**config.mk**
```make
export PLATFORM = sky130hd
export DESIGN_NAME = fetch_unit
export DESIGN_NICKNAME = d
export VERILOG_FILES = /design/src/rtl/cpu_pkg.sv /design/src/rtl/fetch_perf_cnt.sv /design/src/rtl/fetch_unit.sv
export SDC_FILE = /design/constraint.sdc
export NUM_CORES = 1
export LEC_CHECK = 0
export CAP_MARGIN = 25
export CORE_MARGIN = 1.5
export CORE_UTILIZATION = 46
export CTS_CLUSTER_SIZE = 12
export DETAILED_ROUTE_END_ITERATION = 12
export PLACE_DENSITY = 0.85
export SYNTH_ARGS = -nofsm -noshare
export SYNTH_HDL_FRONTEND = slang
export SYNTH_SLANG_ARGS = --single-unit
```
**constraint.sdc**
```tcl
create_clock -name clk -period 5.4 [get_ports clk]
set_clock_uncertainty 0.1 [all_clocks]
set_input_delay 0.81 -clock clk [delete_from_list [all_inputs] [get_ports clk]]
set_output_delay 0.81 -clock clk [all_outputs]
set_load 0.05 [all_outputs]
```
**src/rtl/cpu_pkg.sv**
```systemverilog
// cpu_pkg: constants shared by the fetch unit and the controller.
// PC-source encodings, the NOOP word, opcode classes and a sign-extension helper.
package cpu_pkg;

    localparam logic [1:0] PCSRC_ALU  = 2'b00;
    localparam logic [1:0] PCSRC_BR   = 2'b01;
    localparam logic [1:0] PCSRC_JMP  = 2'b10;
    localparam logic [1:0] PCSRC_RSVD = 2'b11;

    localparam logic [31:0] INSTR_NOOP = 32'h0000_0000;

    // Opcode classes decoded by the controller from instr[31:26].
    localparam logic [5:0] OPC_RTYPE = 6'b000000;
    localparam logic [5:0] OPC_JUMP  = 6'b000010;
    localparam logic [5:0] OPC_BEQ   = 6'b000100;
    localparam logic [5:0] OPC_LW    = 6'b100011;
    localparam logic [5:0] OPC_SW    = 6'b101011;

    localparam logic [31:0] CNT_MAX = 32'hFFFF_FFFF;

    function automatic logic [31:0] sext16(input logic [15:0] imm);
        return {{16{imm[15]}}, imm};
    endfunction

endpackage

```
**src/rtl/fetch_perf_cnt.sv**
```systemverilog
// fetch_perf_cnt: pair of saturating 32-bit event counters (IR loads, redirects).
// Only instantiated by fetch_unit when FETCH_PERF_CNT_EN is defined.
module fetch_perf_cnt
    import cpu_pkg::*;
(
    input  logic        clk,
    input  logic        reset,
    input  logic        fetch_inc,
    input  logic        taken_inc,
    output logic [31:0] fetch_cnt,
    output logic [31:0] taken_cnt
);

    always_ff @(posedge clk) begin
        if (reset) begin
            fetch_cnt <= '0;
            taken_cnt <= '0;
        end else begin
            if (fetch_inc && fetch_cnt != CNT_MAX) begin
                fetch_cnt <= fetch_cnt + 32'd1;
            end
            if (taken_inc && taken_cnt != CNT_MAX) begin
                taken_cnt <= taken_cnt + 32'd1;
            end
        end
    end

endmodule

```
**src/rtl/fetch_unit.sv**
```systemverilog
// fetch_unit: PC and instruction register of the multicycle CPU; applies controller PC commands.
// Define FETCH_PERF_CNT_EN to add the fetch_cnt/taken_cnt performance counters.
module fetch_unit
    import cpu_pkg::*;
#(
    parameter int PC_W    = 16,
    parameter int INSTR_W = 32
) (
    input  logic               clk,
    input  logic               reset,
    input  logic               pc_write,
    input  logic               mem_read,
    input  logic [1:0]         pc_source,
    input  logic               branch_type,
    input  logic               rs_eq,
    input  logic [31:0]        alu_result,
    input  logic [INSTR_W-1:0] imem_rdata,
    output logic [PC_W-1:0]    imem_addr,
    output logic [PC_W-1:0]    pc,
    output logic [INSTR_W-1:0] instr,
    output logic [PC_W-1:0]    br_target,
    output logic               redirect
`ifdef FETCH_PERF_CNT_EN
    ,
    output logic [31:0]        fetch_cnt,
    output logic [31:0]        taken_cnt
`endif
);

    logic [PC_W-1:0] pc_next;
    logic            redirect_next;
    logic [PC_W-1:0] br_next;
    logic            unused_alu_hi;

    assign imem_addr     = pc;
    assign unused_alu_hi = ^alu_result[31:PC_W];

    // Target relative to the PC of the word being fetched, wrapping at PC_W bits.
    assign br_next = PC_W'(32'(pc) + 32'd1 + sext16(imem_rdata[15:0]));

    always_comb begin
        pc_next       = pc;
        redirect_next = 1'b0;
        if (pc_write) begin
            if (branch_type) begin
                if (rs_eq) begin
                    pc_next       = br_target;
                    redirect_next = 1'b1;
                end
            end else begin
                case (pc_source)
                    PCSRC_ALU: pc_next = alu_result[PC_W-1:0];
                    PCSRC_BR: begin
                        pc_next       = br_target;
                        redirect_next = 1'b1;
                    end
                    // Jump uses the instruction already latched in IR, not the word on the bus.
                    PCSRC_JMP: begin
                        pc_next       = instr[PC_W-1:0];
                        redirect_next = 1'b1;
                    end
                    default: ;
                endcase
            end
        end
    end

    always_ff @(posedge clk) begin
        if (reset) begin
            pc        <= '0;
            instr     <= INSTR_W'(INSTR_NOOP);
            br_target <= '0;
            redirect  <= 1'b0;
        end else begin
            pc       <= pc_next;
            redirect <= redirect_next;
            if (mem_read) begin
                instr     <= imem_rdata;
                br_target <= br_next;
            end
        end
    end

`ifdef FETCH_PERF_CNT_EN
    fetch_perf_cnt u_perf (
        .clk       (clk),
        .reset     (reset),
        .fetch_inc (mem_read),
        .taken_inc (redirect_next),
        .fetch_cnt (fetch_cnt),
        .taken_cnt (taken_cnt)
    );
`endif

`ifndef SYNTHESIS
    always_ff @(posedge clk) begin
        if (!reset && pc_write && !branch_type) begin
            assert (pc_source != PCSRC_RSVD);
        end
    end
`endif

endmodule

```
* After elaboration in Yosys (flattened, before gate mapping)
Cells that the tools add are included.
W data, S select, Z words.
** Operators by class
- Add/subtract/negate cells :: 2
- Bitwise logic cells :: 1
- Multiplexer cells :: 6
- Reduce and logical (&&, ||, !) cells :: 5
- Equality and inequality tests :: 3
** Operator list (count)
- $pmux W16 S3 :: 1
- $mux W16 :: 2
- $add A16 B1 Y16 const B :: 1
- $add A16 B16 Y16 :: 1
- $reduce_bool A4 Y1 :: 1
- $reduce_or A2 Y1 :: 2
- $mux W1 :: 3
- $reduce_and A3 Y1 :: 1
- $eq A2 B1 Y1 const B :: 1
- $eq A2 B2 Y1 const B :: 1
- $logic_not A2 Y1 :: 1
- $ne A2 B1 Y1 const B :: 1
- $not A1 Y1 :: 1
** Word-level totals
- Output and inout bits :: 81
- Input port bits :: 72
- Word-level logic and storage cells :: 21
- Flip-flop bits (word level) :: 65

* Depth between registers and ports, before layout
Gate-level depths: netlist of the first run.
- Depth after elaboration :: 4
- Gate-level depth with buffers :: 11
- Depth with buffers taken out :: 11

* Least setup slack after synthesis of the first run
OpenSTA, ideal clock, no wires.
- Path type :: input to register
- Start point :: input port imem_rdata[0]
- End point :: register br_target[12]
- Data required time :: 5.168 ns
- Buffers on the path :: 0
- Setup slack :: 2.557 ns
- Arrival :: 2.611 ns
- Cell stages on the path :: 11
- Setup time :: 0.132 ns
- Cells stage by stage :: inv_1 > ha_1 > inv_1 > fa_1 > a211oi_1 > o21bai_1 > a21o_1 > a211o_1 > a21o_1 > mux2i_1 > o21ai_0
** On the way
- Word-level cells in the longest chain between the ends :: 1
** Ends and longest elaborated chain
- from (decl) :: RTL line fetch_unit.sv:17 : input logic [INSTR_W-1:0] imem_rdata,
- $add A16 B16 Y16 :: RTL line fetch_unit.sv:39 : assign br_next = PC_W'(32'(pc) + 32'd1 + sext16(imem_rdata[15:0]));
- to (signal assigned) :: RTL line fetch_unit.sv:79 : br_target <= br_next;
- to (decl) :: RTL line fetch_unit.sv:21 : output logic [PC_W-1:0] br_target,
Every way passes these cells.
A chain may end at the register's enable or synchronous reset.

* Worst setup path in the final report of the first run
Same ends and word-level chain as after synthesis.

==> results of run 1 <==
[per-stage QoR]
stage / hold WS [ps] / cell area, sq um
CTS: 400 / 5030
global placement: 371 / 4840
floorplan: 579 / 3560
finish: 392 / 5030
detailed placement: 386 / 4840
global route: 423 / 5030
[kinds of logic (layout without fill, tap and decap cells)]
group                    Yosys count  in the layout  share of synthesized area, %
XOR/XNOR                          11             11                          2.70
AND/OR/NAND/NOR                  107            107                          12.7
flip-flops                        65             65                          36.5
multiplexers                      42             42                          11.8
buffers and inverters             55            166                          7.48
adder cells (fa/ha/maj)           19             19                          6.88
AO/OA/AOI/OAI                    110            110                          21.9
[cells in the mapped netlist, drive strengths merged, types with 5 or more instances]
| master | instances |
|---|---|
| ha | 18 |
| nor2 | 80 |
| xor2 | 5 |
| a22oi | 16 |
| buf | 20 |
| xnor2 | 6 |
| nand2 | 9 |
| dfxtp | 65 |
| a21o | 9 |
| inv | 10 |
| clkbuf | 25 |
| nand2b | 5 |
| o21ai | 8 |
| a21oi | 25 |
| mux2i | 42 |
| a211oi | 37 |
[critical path, delay by kind of cell]
family	cells	cell delay, ps
AO/OA/AOI/OAI	6	1180
multiplexers	1	160
adder cells (fa/ha/maj)	2	590
buffers and inverters	3	550
[worst max-delay path by stage]
stage / startpoint / end / slack [ps]
global placement: imem_rdata[0] / br_target[12] / 1900
finish: imem_rdata[0] / br_target[12] / 2220
CTS: imem_rdata[0] / br_target[12] / 2230
floorplan: imem_rdata[0] / br_target[12] / 2560
global route: imem_rdata[0] / br_target[12] / 2100
detailed placement: imem_rdata[0] / br_target[12] / 1890
[flip-flops by register name, indices dropped and copies added (netlist names)]
name and count:
instr 32, br_target 16, imem_addr 16, redirect 1
[cells in the final DEF (no fill, tap or decap), drive strengths merged, types with 10 or more instances in the layout]
master,n
clkdlybuf4s50,134
nor2,80
dfxtp,65
mux2i,42
a211oi,37
a21oi,25
ha,18
a22oi,16
clkbuf,13
inv,10
[layer usage]
metal / vias to the layer above / share of wire [%]
met4: 0 / 1.8
met2: 140 / 47
met3: 15 / 6.9
met1: 1627 / 44
met5: - / 0
li1: 1654 / -
[power breakdown]
group          total [mW]  switching [mW]  internal (mW)
logic               0.539           0.331          0.208
clock network       0.406           0.181          0.225
registers           0.563          0.0435          0.519
[layout make-up]
| cell class | instances | area share (%) |
|---|---|---|
| clock buffers | 13 | 2.96 |
| clock inverters | 3 | 0.796 |
| inverters | 10 | 0.746 |
| multi-input cells | 289 | 39.7 |
| flip-flops and latches | 65 | 25.9 |
| well taps | 99 | 2.46 |
| repair buffers | 140 | 27.5 |
==> summary.md, run 1 <==
| Metric | Value |
|---|---|
| Slew Viols, Final | 0 |
| IO Count | 153 |
| FF-to-FF End | br_target[12] |
| Drt pass-1 iters | 5 |
| Clock Sinks | between 60 and 70 |
| FMAX | roughly 310 MHz |
| Rel. slew slack | approximately 28% |
| Fin nets | a little over 600 |
| Initial antenna violation count | 0 |
| Starting Density | 48.3% |
| Total gr overflow | 0 |
| Mapped Cells | 409 |
| Worst Reg2Reg Path Length in Cells | 11 |
| CTS H-tree lvls | 3 |
| Area growth from synthesis to layout | 41.2% |
| R2r setup slk | around 2700 ps |
| Post-DRT Antenna Nets | 0 |
| Global routing usage on met2 | about two fifths |
| Status | complete, no violations |
| Met1 Usage GRT | around a third |
| Worst slew pin tran | roughly 1100 ps |
| Vias in the first global route | around 3,300 |
| Multi-input gate area in the final layout | between 1500 and 2000 sq um |
| Clk buf depth | 2 |
| Fin cells | approximately 620 |
| Yosys top cell area share | between 30% and 40% |
| Largest cells by area after synthesis | dfxtp_1 37%, mux2i_1 12%, nor2_1 8.4%, a211oi_1 7.8%, ha_1 6.3% |
| PostCTS Resize Cnt | 0 |
| Drt initial violations | 198 |
| Reg area | roughly 1300 sq um |
| DR DRC count | 0 |
| Placed cells | roughly 600 |
| Tmin final | approximately 3200 ps |
| Top_reg_cell synth | dfxtp_1 |
| RSZ-0062 raised after global routing | false |
| GRT Util Overall | between 20% and 30% |
| Final Hold Vio Count | 0 |
| Register area share after synthesis | ~37% |
| Final setup viols | 0 |
| Routed via count | roughly 3,400 |
| Port Buffers | roughly 140 |
| # Post-CTS Setup Buffers | 0 |
| First-pass GRT wire length | ~16,000 microns |
| Data required, critical path | 5490 ps |
| Hold Crit Start | instr[24] |
| Root Driver | clkbuf_8 |
| Final Core Density | 68.3% |
| CP startpoint kind | input port |
| Final setup TNS | 0 ps |
| #FFs+latches synth | between 60 and 70 |
| CTS buffer count | 9 |
| Final Power | ~1.5 mW |
| Routed WL | between 10,000 and 15,000 microns |
| Reg2reg start | imem_addr[0] |
| Synthesized Nets | 500 |
| CP endpoint kind | register |
| Row cnt | 31 |
| Synth area leader | dfxtp_1 |
| Hold Buf Count CTS | 0 |
| Pin count of the biggest net entering global routing | 57 |
| Skew-Pair Late Insertion Delay | between 300 and 400 ps |
| Hold path depth | 2 |
| # diodes | 0 |
| Synth Area per Inst | between 8 and 9 sq um |
| P_leak | 2.05 nW |
| Dpl ws | 1890 ps |
| Period utilization | 58.9% |
| CP Class | input port to register |
| Crit-path slowest cell | fa_1 |
| WL/cell | approximately 17 microns |
| CP cell instances | clkdlybuf4s50_1, inv_1, ha_1, inv_1, fa_1, a211oi_1, o21bai_1, a21o_1, a211o_1, a21o_1, mux2i_1, o21ai_0 |
| WP data arrival | roughly 3300 ps |
| Worst setup margin | between 2000 and 2500 ps |
| Floorplan Core Area | 7370 sq um |
| Synth unique cells | 43 |
| GR Layer Usage met3 | roughly 4.8% |
| Gpl congestion | about 0.87 |
| Layout cell share with drive strength beyond 1 | roughly 5.6% |
| Die H | 91 microns |
| EDFF count, synth | 0 |
| Ys Warns | 0 |
| CP peak stage delay | ~430 ps |
| Crit path max fanout | 3 |
| Fill count | about 600 |
| Die width | around 91 microns |
| Total power per unit cell area | 300 nW/um^2 |
| Max VDD drop | between 0.15 and 0.2 mV |
| Max-cap violations | 0 |
| Total die area | around 8300 sq um |
| Vias per cell | approximately 5.6 |
| Worst-path clk slew | 70 ps |
| Synthesized area | roughly 3600 sq um |
| Min-Delay Path Class | register to register |
| Final HPWL DP | roughly 7300 microns |
| Async SR Flop Fraction | 0% |
| CTS tree | done |
| Worst Hold End | instr[24] |
| Gr busiest metal | met2 |
(Power assumes the default switching activity.)
==> run 2, diff against run 1 <==
Settings changed: CORE_UTILIZATION 46 to 43, PLACE_DENSITY 0.85 to 0.8.
Clock period 5.4 ns to 3.2 ns, I/O delays scaled along.
==> summary.md, run 2 (synthesis results as in run 1) <==
| Metric | Value |
|---|---|
| Worst-path clk slew | 70 ps (about the same) |
| Dpl ws | 61.8 ps (-1820 ps) |
| Total power per unit cell area | 485 nW/um^2 (+62%) |
| CP startpoint kind | input port |
| Hold Buf Count CTS | 0 (unchanged) |
| Skew-Pair Late Insertion Delay | 320 ps (-20 ps) |
| IO Count | 153 (unchanged) |
| CTS tree | done |
| Worst setup margin | 362 ps (-1860 ps) |
| GR Layer Usage met3 | 4.77% (about the same) |
| CP cell instances | clkdlybuf4s50_1, inv_1, ha_1, inv_1, fa_1, a211oi_1, o21bai_1, a21o_1, a211o_1, a21o_1, mux2i_1, o21ai_0 |
| FMAX | approximately 350 MHz |
| RSZ-0062 raised after global routing | false |
| Crit path max fanout | 3 (unchanged) |
| CP Class | input port to register |
| Drt pass-1 iters | 4 (-1) |
| WP data arrival | 2910 ps (-360 ps) |
| Drt initial violations | 116 (-41%) |
| CP delay by family, top | compound AO/OA/AOI/OAI gates |
| Clock Sinks | 65 (unchanged) |
| # Post-CTS Setup Buffers | 0 (unchanged) |
| Slew Viols, Final | 0 (unchanged) |
| Area post-placement | 4890 sq um (+1.1%) |
| Status | complete, no violations |
| Routed WL | 9560 microns (-6.6%) |
| Crit-path slowest cell | clkdlybuf4s50_1 |
| Reg area | 1300 sq um (unchanged) |
| CP endpoint kind | register |
| Total die area | 8840 sq um (+6.7%) |
| Met1 Usage GRT | 27.7% (-5.7 points) |
| Placed cells | 615 (+2.0%) |
| Worst Path Buf+Inv | 3 (unchanged) |
| Fin nets | 612 (+0.99%) |
| First-pass GRT wire length | 15,600 microns (-4.8%) |
| Starting Density | 43.8% (-4.5 points) |
| Min Hold Slack | 391 ps (-1.39 ps) |
| Die H | 94.0 microns (+3.3%) |
| Rel. slew slack | 41.3% (+13 points) |
| Max VDD drop | 0.262 mV (+66%) |
| Pin count of the biggest net entering global routing | 49 (-14%) |
| GRT Util Overall | 22.2% (-2.7 points) |
| Data required, critical path | 3270 ps (-2220 ps) |
| P_leak | 2.07 nW (+0.73%) |
| Post-DRT Antenna Nets | 0 (unchanged) |
| Final setup viols | 0 (unchanged) |
| WL/cell | 15.2 microns (-8.1%) |
| Layout cell share with drive strength beyond 1 | 6.30% (+0.72 points) |
| PostCTS Resize Cnt | 0 (unchanged) |
| Vias per cell | 5.42 (-2.3%) |
| DR DRC count | 0 (unchanged) |
| Routed via count | 3,412 (-0.70%) |
| Worst slew pin tran | 881 ps (-198 ps) |
| Global routing usage on met2 | 37.9% (-1.4 points) |
| Period utilization | slightly below 90% |
| Max-cap violations | 0 (unchanged) |
| Finished Cell Area | 5060 sq um (+0.52%) |
| Final Core Density | 62.2% (-6.1 points) |
| Root Driver | clkbuf_8 |
| Area growth from synthesis to layout | 42.0% |
| Most common cell after layout, fill and taps aside | clkdlybuf4s50_1 |
| Total gr overflow | 0 (unchanged) |
| Port Buffers | 136 (unchanged) |
| Floorplan Core Area | 8130 sq um (+10%) |
| # diodes | 0 (unchanged) |
| Reg with most FFs | instr |
| Max FFs per register | 32 (unchanged) |
| Final Power | 2.45 mW (+63%) |
| Fill count | 719 (+21%) |
| Gpl congestion | 0.861 (-0.73%) |
| Final setup TNS | 0 ps (unchanged) |
| Clk buf depth | 2 (unchanged) |
| Die width | 94.0 microns (+3.3%) |
| Min-Delay Path Class | register to register |
| Vias in the first global route | 3,329 (+1.6%) |
| CP peak stage delay | 430 ps (about the same) |
| Final HPWL DP | 7000 microns (-3.9%) |
| Initial antenna violation count | 0 (unchanged) |
| Row cnt | 33 (+6.5%) |
| Commonest non-fill, non-tap cells in the layout | 134 x clkdlybuf4s50_1, 80 x nor2_1, 65 x dfxtp_1 |
| CTS H-tree lvls | 3 (unchanged) |
| Fin cells | 629 (+1.6%) |
| Tmin final | approximately 2800 ps |
| Gr busiest metal | met2 |
| CTS buffer count | 9 (unchanged) |
| Final Hold Vio Count | 0 (unchanged) |
| Multi-input gate area in the final layout | 2000 sq um (unchanged) |
-- run 2: layer usage --
metal	share of wire, %	vias to the layer above
met3	6.2	11
met4	1.3	0
met2	50	114
li1	-	1671
met1	43	1616
met5	0	-
-- run 2: path summary, 6_finish.rpt --
path	to	startpoint	slack [ps]	cells past startpoint
setup / recovery	br_target[12]	imem_rdata[0]	360	12
hold / removal	instr[28]	instr[28]	390	2
setup reg to reg	br_target[12]	imem_addr[0]	610	11
hold reg to reg	instr[28]	instr[28]	390	2
-- run 2: power by group --
| part | switching [mW] | internal, mW | total, mW |
|---|---|---|---|
| sequential | 0.0662 | 0.877 | 0.943 |
| combinational | 0.556 | 0.355 | 0.911 |
| clock | 0.280 | 0.317 | 0.597 |
-- run 2: area by class of cell --
| type | instances | area share (%) |
|---|---|---|
| clock buffers | 14 | 3.22 |
| flip-flops and latches | 65 | 25.7 |
| multi-input cells | 289 | 39.5 |
| inverters | 10 | 0.742 |
| repair buffers | 146 | 28.2 |
| well taps | 105 | 2.60 |
-- run 2: tightest hold or removal path: stages, from the launching register on --
cell and delay [ps]:
dfxtp_1 320, mux2i_1 60, nor2_1 70
